### config.mk
export PLATFORM = sky130hd
export DESIGN_NAME = fifo_pixel_reader
export DESIGN_NICKNAME = d
export VERILOG_FILES = /design/src/rtl/fifo_pixel_reader.sv
export SDC_FILE = /design/constraint.sdc
export NUM_CORES = 1
export LEC_CHECK = 0
export BUFFER_PORTS_ARGS = -buffer_cell sky130_fd_sc_hd__buf_4
export CORE_ASPECT_RATIO = 0.7
export CORE_UTILIZATION = 45
export DETAILED_ROUTE_END_ITERATION = 10
export GPL_TIMING_DRIVEN = 0
export PLACE_DENSITY = 0.61
export REMOVE_ABC_BUFFERS = 1
export SETUP_SLACK_MARGIN = 0.05
export SKIP_CTS_REPAIR_TIMING = 1
export SLEW_MARGIN = 0
export SYNTH_ARGS = -nofsm -noshare
export SYNTH_HDL_FRONTEND = slang
export SYNTH_SLANG_ARGS = --single-unit
### constraint.sdc
create_clock -name Pclk -period 2.94 [get_ports Pclk]
set_input_delay 0.147 -clock Pclk [delete_from_list [all_inputs] [get_ports Pclk]]
set_output_delay 0.147 -clock Pclk [all_outputs]
set_load 0.05 [all_outputs]
### src/rtl/fifo_pixel_reader.sv
// fifo_pixel_reader
//   Read-side master for the capture FIFO. Pops words with fifo_rd/fifo_empty,
//   absorbs the FIFO's one-cycle read latency in a two-entry skid buffer, and
//   streams the words on a valid/ready port tagged with SOL/EOL/EOF markers.
//
// Ports
//   Pclk        clock, all logic rising-edge
//   rst         synchronous active-high reset
//   enable      start/continue frames, sampled at frame boundaries only
//   fifo_empty  FIFO empty flag (registered)
//   fifo_data   FIFO read data, valid the cycle after fifo_rd
//   fifo_rd     FIFO pop strobe
//   out_data    stream data
//   out_valid   stream valid
//   out_ready   stream ready from the consumer
//   out_sol     first word of a line
//   out_eol     last word of a line
//   out_eof     last word of a frame (together with out_eol)
//   frame_done  one-cycle pulse after the EOF word is accepted
//   underrun    sticky starvation flag
//
// Optional feature: define FIFO_READER_TIMEOUT_EN to enable the mid-frame
// underrun timeout. Without it the reader waits indefinitely and underrun is 0.
module fifo_pixel_reader #(
  parameter int DATA_W      = 10,
  parameter int LINE_WORDS  = 320,
  parameter int FRAME_LINES = 240,
  parameter int TIMEOUT_CYC = 1024
) (
  input  logic              Pclk,
  input  logic              rst,
  input  logic              enable,
  input  logic              fifo_empty,
  input  logic [DATA_W-1:0] fifo_data,
  output logic              fifo_rd,
  output logic [DATA_W-1:0] out_data,
  output logic              out_valid,
  input  logic              out_ready,
  output logic              out_sol,
  output logic              out_eol,
  output logic              out_eof,
  output logic              frame_done,
  output logic              underrun
);

  localparam int COL_W = (LINE_WORDS > 1) ? $clog2(LINE_WORDS) : 1;
  localparam int LIN_W = (FRAME_LINES > 1) ? $clog2(FRAME_LINES) : 1;
  localparam int TOTAL = LINE_WORDS * FRAME_LINES;
  localparam int ISS_W = $clog2(TOTAL + 1);

  typedef enum logic [1:0] {IDLE, RUN, DONE} state_t;

  state_t            state, state_nxt;
  logic              vld_p1;            // a pop issued last cycle: fifo_data valid now
  logic [1:0]        occ;               // skid buffer occupancy
  logic [DATA_W-1:0] buf0_p2, buf1_p2;  // buf0_p2 is the head
  logic [COL_W-1:0]  col;
  logic [LIN_W-1:0]  line;
  logic [ISS_W-1:0]  words_issued;
  logic              accept, last_col, last_line, eof_accept, room, timeout_fire;

  assign last_col   = (col == COL_W'(LINE_WORDS - 1));
  assign last_line  = (line == LIN_W'(FRAME_LINES - 1));

  // Stream side: the head of the buffer, or the word arriving from the FIFO
  // this cycle when the buffer is empty (keeps pop-to-valid latency at one).
  assign out_valid  = (occ != 2'd0) | vld_p1;
  assign out_data   = (occ != 2'd0) ? buf0_p2 : (vld_p1 ? fifo_data : '0);
  assign accept     = out_valid & out_ready;
  assign out_sol    = out_valid & (col == '0);
  assign out_eol    = out_valid & last_col;
  assign out_eof    = out_valid & last_col & last_line;
  assign eof_accept = accept & last_col & last_line;
  assign frame_done = (state == DONE);

  // Only pop when every word already owed to us still fits in the buffer.
  assign room    = (occ == 2'd0) | ((occ == 2'd1) & ~vld_p1);
  assign fifo_rd = (state == RUN) & ~fifo_empty & room &
                   (words_issued < ISS_W'(TOTAL));

  always_comb begin
    state_nxt = state;
    case (state)
      IDLE:    if (enable) state_nxt = RUN;
      RUN:     if (eof_accept) state_nxt = DONE;
      DONE:    state_nxt = enable ? RUN : IDLE;
      default: state_nxt = IDLE;
    endcase
    if (timeout_fire) state_nxt = IDLE;
  end

  always_ff @(posedge Pclk) begin
    if (rst) begin
      state        <= IDLE;
      vld_p1       <= 1'b0;
      occ          <= 2'd0;
      col          <= '0;
      line         <= '0;
      words_issued <= '0;
    end else begin
      state  <= state_nxt;
      vld_p1 <= fifo_rd;
      if (timeout_fire) begin
        occ          <= 2'd0;
        col          <= '0;
        line         <= '0;
        words_issued <= '0;
      end else begin
        if (vld_p1 & ~accept)      occ <= occ + 2'd1;
        else if (~vld_p1 & accept) occ <= occ - 2'd1;

        if (accept) begin
          if (last_col) begin
            col  <= '0;
            line <= last_line ? '0 : line + LIN_W'(1);
          end else begin
            col <= col + COL_W'(1);
          end
        end

        if (state == DONE)  words_issued <= '0;
        else if (fifo_rd)   words_issued <= words_issued + ISS_W'(1);
      end
    end
  end

  // ---- stage p1 -> p2: capture FIFO read data into the skid buffer ----
  always_ff @(posedge Pclk) begin
    if (vld_p1) begin
      if (occ == 2'd0)  buf0_p2 <= fifo_data;
      else if (accept)  buf0_p2 <= fifo_data;
      else              buf1_p2 <= fifo_data;
    end else if (accept && occ == 2'd2) begin
      buf0_p2 <= buf1_p2;
    end
  end

`ifdef FIFO_READER_TIMEOUT_EN
  localparam int TMR_W = $clog2(TIMEOUT_CYC + 1);

  logic [TMR_W-1:0] tmr;
  logic             underrun_r;
  logic             starving;

  // Only counts once a frame is under way; waiting for the first word is fine.
  assign starving     = (state == RUN) & ((col != '0) | (line != '0)) & ~fifo_rd;
  assign timeout_fire = starving & (tmr == TMR_W'(TIMEOUT_CYC - 1));
  assign underrun     = underrun_r;

  always_ff @(posedge Pclk) begin
    if (rst) begin
      tmr        <= '0;
      underrun_r <= 1'b0;
    end else if (timeout_fire) begin
      tmr        <= '0;
      underrun_r <= 1'b1;
    end else if (starving) begin
      tmr <= tmr + TMR_W'(1);
    end else begin
      tmr <= '0;
    end
  end
`else
  logic [31:0] unused_timeout_cfg;

  // Keeps the timeout parameter referenced in builds without the timeout.
  assign unused_timeout_cfg = 32'(TIMEOUT_CYC);
  assign timeout_fire       = 1'b0;
  assign underrun           = 1'b0;
`endif

endmodule

Word level (Yosys, flattened, before mapping)
Cells that the tools add are included.
Widths: inputs -> output; s select.
{"block": "totals", "output_inout_bits": 17, "ff_bits": 59}
{"block": "classes", "n_eq_ne": 9, "n_mux": 14, "magnitude_cmp": 1, "addsub": 5, "reduce_logical": 12, "bitwise_logic": 18}
{"cell": "$mux 10", "n": 6}
{"cell": "$add 17x1->17 const B", "n": 1}
{"cell": "$lt 17x17->1 const B", "n": 1}
{"cell": "$and 1x1->1", "n": 12}
{"cell": "$add 9x1->9 const B", "n": 1}
{"cell": "$eq 9x9->1 const B", "n": 1}
{"cell": "$logic_not 9->1", "n": 1}
{"cell": "$mux 9", "n": 1}
{"cell": "$add 8x1->8 const B", "n": 1}
{"cell": "$eq 8x8->1 const B", "n": 1}
{"cell": "$mux 2", "n": 4}
{"cell": "$mux 8", "n": 1}
{"cell": "$pmux 2 s3", "n": 1}
{"cell": "$reduce_and 2->1", "n": 3}
{"cell": "$reduce_bool 2->1", "n": 3}
{"cell": "$eq 2x1->1 const B", "n": 2}
{"cell": "$eq 2x2->1 const B", "n": 2}
{"cell": "$logic_not 2->1", "n": 2}
{"cell": "$ne 2x2->1 const B", "n": 2}
{"cell": "$not 1->1", "n": 4}
{"cell": "$ne 3x1->1 const B", "n": 1}
{"cell": "$reduce_and 3->1", "n": 1}
{"cell": "$add 2x1->2 const B", "n": 1}
{"cell": "$or 1x1->1", "n": 2}
{"cell": "4 further kinds", "n": 4}

Depth between registers and ports, before layout
Gate-level depths: netlist of run 1.
{"block": "depth", "ltp_word": 7, "mapped_depth": 10, "mapped_depth_nobuf": 10}

Worst setup path before layout of run 1
Ideal clock, no wire load.
{"block": "synth_timing", "path_type": "reg2out", "from": "reg occ[0]", "to": "out out_sol", "arrival_time_ns": 2.731, "setup_slack_ns": 0.062, "path_stages_with_launch": 6, "required_time_ns": 2.793, "path_cell_list": "dfxtp_1 -> inv_1 -> ha_1 -> nand2b_1 -> nand2_1 -> nor4_1"}
{"block": "synth_via", "elab_chain_cells": 3}
{"item": "start, declared", "line_no": "55", "rtl": "logic [1:0] occ;"}
{"item": "start signal, assigned", "line_no": "109", "rtl": "if (vld_p1 & ~accept) occ <= occ + 2'd1;"}
{"item": "start signal, assigned", "line_no": "110", "rtl": "else if (~vld_p1 & accept) occ <= occ - 2'd1;"}
{"item": "$reduce_bool 2->1", "line_no": "67", "rtl": "assign out_valid = (occ != 2'd0) | vld_p1;"}
{"item": "$or 1x1->1", "line_no": "67"}
{"item": "via out_valid", "line_no": "37", "rtl": "output logic out_valid,"}
{"item": "$and 1x1->1", "line_no": "70", "rtl": "assign out_sol = out_valid & (col == '0);"}
{"item": "end, declared", "line_no": "39", "rtl": "output logic out_sol,"}
The timed path passes the listed nets, and every way through them passes these cells.

Final worst setup path of run 1
{"block": "layout_timing", "from": "reg occ[0]", "to": "reg buf0_p2[7] (enable)"}
{"block": "layout_via", "elab_chain_cells": 6}
{"item": "$reduce_bool 2->1", "line_no": "67"}
{"item": "$or 1x1->1", "line_no": "67"}
{"item": "$and 1x1->1", "line_no": "69", "rtl": "assign accept = out_valid & out_ready;"}
{"item": "$logic_and 1x1->1", "line_no": "133", "rtl": "end else if (accept && occ == 2'd2) begin"}
{"item": "$reduce_bool 2->1 (no source line)"}
{"item": "$reduce_and 2->1 (no source line) *"}
{"item": "end signal, assigned", "line_no": "130", "rtl": "if (occ == 2'd0) buf0_p2 <= fifo_data;"}
{"item": "end signal, assigned", "line_no": "131", "rtl": "else if (accept) buf0_p2 <= fifo_data;"}
{"item": "end signal, assigned", "line_no": "134", "rtl": "buf0_p2 <= buf1_p2;"}
{"item": "end, declared", "line_no": "56", "rtl": "logic [DATA_W-1:0] buf0_p2, buf1_p2;"}
Every way passes the cells marked *; elsewhere a longest branch is shown, timed or not.
A chain may end at the register's enable or synchronous reset.

==> results of run 1 <==
==> flip-flops by register name, indices dropped and copies added (netlist names) <==
name / cells
buf0_p2: 10
buf1_p2: 10
col: 9
line: 8
occ: 2
state: 2
vld_p1: 1
words_issued: 17
==> synthesized netlist by cell type, drive strengths merged, types with 3 or more instances <==
| cell | count |
|---|---|
| buf | 5 |
| inv | 23 |
| or3 | 6 |
| o21ai | 16 |
| a21oi | 11 |
| nand4 | 6 |
| ha | 8 |
| nor4 | 11 |
| nor3b | 3 |
| clkbuf | 9 |
| nand2 | 20 |
| xor2 | 13 |
| nor2b | 4 |
| nand3 | 21 |
| nor2 | 36 |
| dfxtp | 39 |
| edfxtp | 20 |
| mux2 | 11 |
| xnor2 | 13 |
| and2 | 4 |
| and3 | 3 |
==> area by class of cell <==
cell class	count	area, um^2
clock buffer	9	124
clock inverter	7	140
fill	516	2430
inverter	23	86.3
multi-input combinational	203	1380
sequential	59	1380
tap	75	93.8
timing repair buffer	39	315
==> worst max-delay path, stage by stage, from the launching register on <==
cell	delay [ps]
dfxtp_1	370
inv_1	80
ha_2	340
nand2b_1	250
and2_2	340
inv_1	140
ha_1	260
a21oi_4	360
==> per-layer routing <==
| layer | track usage [%] | vias to the layer above | wire length (um) |
|---|---|---|---|
| met5 | 0 | - | 0 |
| met4 | 7.39 | 0 | 51 |
| met3 | 5.95 | 5 | 251 |
| met2 | 26.3 | 56 | 2290 |
| met1 | 23.9 | 975 | 2870 |
| li1 | - | 1100 | - |
==> cells in the final DEF (no fill, tap or decap), drive strengths merged, types with 2 or more instances in the layout <==
master	count
xor2	13
nor2b	4
clkbuf	9
and2	4
nand4	6
nor3b	3
and3	3
and4	2
nand3	21
clkinvlp	2
nand2b	2
dfxtp	39
bufinv	4
nor4	11
dlygate4sd3	9
mux2	11
inv	23
buf	30
nor3	2
ha	8
edfxtp	20
or3	6
nor2	36
a21oi	11
o21ai	16
xnor2	13
nand2	20
==> kinds of logic (layout without fill, tap and decap cells) <==
kind of cell / after synthesis / count (layout) / synth area share (%)
and+or+nand+nor: 124 / 124 / 24.2
DFF: 59 / 59 / 47.9
buffers and inverters: 37 / 78 / 5.34
AOI/OAI and AO/OA: 33 / 33 / 6.77
xor gates and xnor gates: 26 / 26 / 7.90
muxes: 11 / 11 / 4.30
adders and majority gates: 8 / 8 / 3.47
other: 1 / 1 / 0.130
==> power by group through the flow <==
stage                     Clock, mW  Sequential [mW]  Combinational [mW]
final                         0.974            0.928               0.735
after global routing           1.03            0.935               0.790
after CTS                     0.993            0.929               0.707
after detailed placement          0            0.947               0.705
after global placement            0            0.945               0.700
after floorplan                   0            0.936               0.511
==> path summary, 6_finish.rpt <==
kind                                 from                      endpoint  slack (ps)  depth (start not counted)
max reg2reg           occ[0]$_SDFFE_PP0P_          buf0_p2[7]$_DFFE_PP_         480                          7
max                   occ[0]$_SDFFE_PP0P_          buf0_p2[7]$_DFFE_PP_         480                          7
min                          fifo_data[1]          buf1_p2[1]$_DFFE_PP_          20                          1
min reg2reg  words_issued[1]$_SDFFE_PP0P_  words_issued[1]$_SDFFE_PP0P_         490                          2
==> per-stage QoR <==
stage / total power [mW] / setup TNS, ps / area, um^2 / std cells
2_1_floorplan: 1.45 / -659 / 2820 / 285
3_3_place_gp: 1.65 / -4740 / 3140 / 390
3_5_place_dp: 1.65 / -4360 / 3140 / 390
4_1_cts: 2.63 / -4290 / 3400 / 406
5_1_grt: 2.75 / 0 / 3520 / 415
6_report: 2.64 / 0 / 3520 / 415
==> summary.md, run 1 <==
| Metric | Value |
|---|---|
| Effective utilization at floorplan | 48.4% |
| Initial DRC count | 70 |
| Routed via count | 2,136 |
| Number of antenna violations at the first check in global routing | 0 |
| Worst VDD drop | 0.000501 V |
| Share of layout cells above drive strength 1 | 22.1% |
| Share of power burned in registers | 35.2% |
| Number of levels in the clock H-tree | 3 |
| Antenna diode count | 0 |
| Warnings from Yosys | 0 |
| Pin count of the biggest net entering global routing | 26 |
| Critical Path Fanout Max | 24 |
| Maximum clock frequency | 0.407 GHz |
| Vias in the first global route | 1,831 |
| Number of detailed-route iterations in the first pass | 8 |
| Outcome | finished, violations left |
| Static Leak | 1.32 nW |
| Number of cell rows | 23 |
| Synthesized instance count | 299 |
| Average via count per standard cell | 5.15 |
| Detailed placer's ending HPWL | 3.54 mm |
| Final routed wire length divided by cell count | 13.2 um |
| Antenna viol nets, final | 0 |
| Transition at the pin with the smallest max-transition slack | 808 ps |
| Pins Over Slew Limit | 0 |
| Critical path arrival | 2450 ps |
| Worst path required time | 2930 ps |
| Post-synthesis register bit count | 59 |
| Clock latency on the worst-skew pair | 340 ps |
| Die width | 97.7 um |
| Number of hold violations in the final report | 0 |
| Critical path class | flop to flop |
| TritonCTS clock tree | yes |
| Final setup margin | 482 ps |
| Nature of the critical path startpoint | flop |
| Number of enable flip-flop cells after synthesis | 20 |
| Final hold slack | 18.3 ps |
| Switching share of power | 33.3% |
| DIE HEIGHT | 69.0 um |
| Die ar. | 6740 um^2 |
| Top_reg_cell synth | dfxtp_1 |
| Clock-pin slew on the worst setup and hold paths | 60 ps |
| First-pass GRT wire length | 9.01 mm |
| Setup repair after global routing missed its margin | false |
| Power per standard cell area | 749 nW/um^2 |
| Portion of total power attributed to the clock network | 36.9% |
| Total Routing Usage GR | 17.8% |
| Number of setup violations in the final report | 0 |
| Placer Congestion | 0.770 |
| Largest cells by area after synthesis | dfxtp_1 (27%), edfxtp_1 (21%), nor2_1 (4.7%) |
| Number of sinks driven by the clock tree | 59 |
| Seq/Total Area, Yosys | 47.9% |
| Remaining global-route overflow | 0 |
| Worst min-delay path category | input pin to flop |
| Area share of the leading cell type in the synthesized netlist | 27.1% |
| Relative max-transition margin | 45.9% |
| Share of flip-flops with an asynchronous set or reset | 0% |
| Number of buffers created by CTS | 9 |
| Power dissipated by switching net loads | 0.878 mW |
| Drt total wl | 5.46 mm |
| Final net count | 358 |
| Final period demand of the worst path | 2460 ps |
| Post-Synthesis Cell Area | 2880 um^2 |
| Count of input and output buffers | 30 |
| Final Core Density | 59.1% |
| Failing checks | DRC |
| Deepest clock path buffer count | 2 |
| Cell accounting for the most synthesized area | dfxtp_1 |
| Mean area per synthesized cell | 9.65 um^2 |
| Total internal power | 1.76 mW |
| Final clock period utilization by the worst path | 83.6% |
| Pre-CTS WS | -436 ps |
| Setup Skew | 6.22 ps |
| Synthesis-to-layout area growth | 22.1% |
| DRC violations left | 8 |
| Capturing element type of the critical path | flop |
| Max-cap violation count | 0 |
| Core ar. | 5960 um^2 |
| Number of library cell types mapped by synthesis | 39 |
| Logic gate share of total power | 27.9% |
| Top-level I/O count | 32 |
| Root Buffer Master | clkbuf_8 |
(Power assumes the default switching activity.)
==> inputs of run 2 (changes only) <==
==> constraint.sdc (replaced) <==
create_clock -name Pclk -period 2.4 [get_ports Pclk]
set_input_delay 0.12 -clock Pclk [delete_from_list [all_inputs] [get_ports Pclk]]
set_output_delay 0.12 -clock Pclk [all_outputs]
set_load 0.05 [all_outputs]
==> run 2 against run 1 <==
The run still ends with DRC left; core utilization grew 0.80 points; combinational power grew 29%; via count grew 0.66%; worst setup slack lost 310 ps; cell area grew 1.3%.
==> summary.md, run 2 (same netlist as run 1, synthesis figures left out) <==
| Metric | Value |
|---|---|
| Outcome | finished, violations left |
| Failing checks | DRC |
| Power per standard cell area | 918 nW/um^2 (+23%) |
| Count of fill cells added during filler insertion | 505 (-2.1%) |
| First-pass GRT wire length | 9.01 mm (unchanged) |
| Top-level I/O count | 32 (unchanged) |
| Count of input and output buffers | 30 (unchanged) |
| Static Leak | 1.33 nW (+1.4%) |
| Maximum clock frequency | 0.449 GHz (+10%) |
| Die width | 97.7 um (unchanged) |
| Detailed placer's ending HPWL | 3.54 mm (unchanged) |
| Effective utilization at floorplan | 48.4% (unchanged) |
| Global-route met1 utilization | 23.9% (unchanged) |
| Number of antenna violations at the first check in global routing | 0 (unchanged) |
| Relative max-transition margin | 46.6% (+0.75 points) |
| Capturing element type of the critical path | flop |
| Root Buffer Master | clkbuf_8 |
| Synthesis-to-layout area growth | 23.8% |
| GR Util met2 | 26.3% (unchanged) |
| Most flop-heavy register | words_issued |
| Area of the multi-input gates | 1400 um^2 (+1.1%) |
| Final period demand of the worst path | 2230 ps (-228 ps) |
| Number of sinks driven by the clock tree | 59 (unchanged) |
| DIE HEIGHT | 69.0 um (unchanged) |
| Critical path arrival | 2280 ps (-170 ps) |
| Registers with the most flip-flops | words_issued: 17 flops, buf0_p2: 10 flops, buf1_p2: 10 flops |
| Cell at the slowest stage of the critical path | dfxtp_1 |
| Final clock period utilization by the worst path | 92.9% (+9.3 points) |
| Pins Over Slew Limit | 0 (unchanged) |
| Worst path required time | 2450 ps (-480 ps) |
| Die ar. | 6740 um^2 (unchanged) |
| TritonCTS clock tree | yes |
| Initial DRC count | 58 (-17%) |
| Number of setup violations in the final report | 0 (unchanged) |
| Critical Path Fanout Max | 24 (unchanged) |
| Layer with the highest usage after global routing | met2 |
| Worst min-delay path category | input pin to flop |
| Inst Count DP | 390 (unchanged) |
| Clock-pin slew on the worst setup and hold paths | 70 ps (about the same) |
| Vias in the first global route | 1,831 (unchanged) |
| Remaining global-route overflow | 0 (unchanged) |
| Final net count | 360 (+0.56%) |
| Area after DPL | 3140 um^2 (unchanged) |
| Met3 usage in global routing | 5.95% (unchanged) |
| Max reg flops | 17 (unchanged) |
| Routed via count | 2,150 (+0.66%) |
| Number of detailed-route iterations in the first pass | 7 (-1) |
| List of cells traversed by the critical path | inv_1, ha_4, nand2b_1, and2_4, inv_1, ha_1, a21oi_4, buf_12 |
| Core ar. | 5960 um^2 (unchanged) |
| Transition at the pin with the smallest max-transition slack | 797 ps (-11.2 ps) |
| Clock latency on the worst-skew pair | 330 ps (about the same) |
| Largest stage delay on the critical path | 380 ps (about the same) |
| Share of layout cells above drive strength 1 | 22.5% (+0.46 points) |
| Drt total wl | 5.61 mm (+2.6%) |
| Number of buffers created by CTS | 9 (unchanged) |
| Final routed wire length divided by cell count | 13.4 um (+2.1%) |
| Most frequent cells in the layout | dfxtp_1 (38), nor2_1 (36), buf_4 (30) |
| Worst VDD drop | 0.000615 V (+23%) |
| Footprint of the flip-flops and latches | 1390 um^2 (+0.18%) |
| Final Core Density | 59.9% (+0.80 points) |
| Number of cell rows | 23 (unchanged) |
| Setup repair after global routing missed its margin | true |
| Number of hold violations in the final report | 0 (unchanged) |
| Deepest clock path buffer count | 2 (unchanged) |
| Average via count per standard cell | 5.16 (+0.17%) |
| Max-cap violation count | 0 (unchanged) |
| Total Routing Usage GR | 17.8% (unchanged) |
| Cell mode on critical path | inv_1 |
| Critical path class | flop to flop |
| Crit path max-delay family | adder cells |
| Number of non-filler instances in the completed layout | 417 (+0.48%) |
| DRC violations left | 8 (unchanged) |
| Setup Skew | 6.17 ps (-0.0493 ps) |
| Pin count of the biggest net entering global routing | 26 (unchanged) |
| Antenna diode count | 0 (unchanged) |
| Post-layout total power | 3.28 mW (+24%) |
| Design area | 3570 um^2 (+1.3%) |
| Commonest non-fill, non-tap cell in the layout | dfxtp_1 |
| Nature of the critical path startpoint | flop |
| Number of levels in the clock H-tree | 3 (unchanged) |
| Placer Congestion | 0.770 (unchanged) |
| Pre-CTS WS | -976 ps (-540 ps) |
| Antenna viol nets, final | 0 (unchanged) |
| Final setup margin | 170 ps (-312 ps) |
| Sum of buffers and inverters on the critical path | 3 (+1) |
==> run 2: changes by cell type in the layout (fill, tap and decap cells not counted), sizes merged <==
| cell | previous run | this run |
|---|---|---|
| buf | 30 | 31 |
| dlygate4sd3 | 9 | 10 |
==> run 2: worst reg2reg max path, cell delays in order (launching register included) <==
cell and delay [ps]:
dfxtp_1 380, inv_1 100, ha_4 250, nand2b_1 210, and2_4 270, inv_1 110, ha_1 270, a21oi_4 200
buf_12 150
==> run 2: report_power, final <==
group	total (mW)	internal, mW	switching [mW]	leakage (nW)
Sequential	1.14	1.09	0.0490	0.497
Clock	1.19	0.792	0.402	0.125
Combinational	0.946	0.307	0.639	0.713
Total	3.28	2.19	1.09	1.33
==> run 2: final timing paths <==
check	start	slack, ps	end	cells after the start
max	occ[0]$_SDFFE_PP0P_	170	buf0_p2[7]$_DFFE_PP_	8
min	rst	60	line[2]$_SDFFE_PP0P_	2
max reg2reg	occ[0]$_SDFFE_PP0P_	170	buf0_p2[7]$_DFFE_PP_	8
min reg2reg	words_issued[16]$_SDFFE_PP0P_	490	words_issued[16]$_SDFFE_PP0P_	2
==> run 2: stage by stage <==
step                      hold WS [ps]  setup TNS (ps)
after global routing              48.7               0
after global placement             321          -17920
after detailed placement           321          -14180
after CTS                        -40.0          -14850
after floorplan                    189           -7160
final                             56.5               0
==> run 2: final cells by class <==
class	count	area share, %
Clock buffer	9	3.47
Timing Repair Buffer	41	9.67
Clock inverter	7	3.93
Sequential cell	59	38.8
Multi-Input combinational cell	203	39.1
Inverter	23	2.42
Tap cell	75	2.63
==> run 2: layer usage <==
layer	part of all wire [%]	routed length, um
met5	0	0
met3	4.1	230
met1	53	2990
met2	42	2330
met4	0.91	51
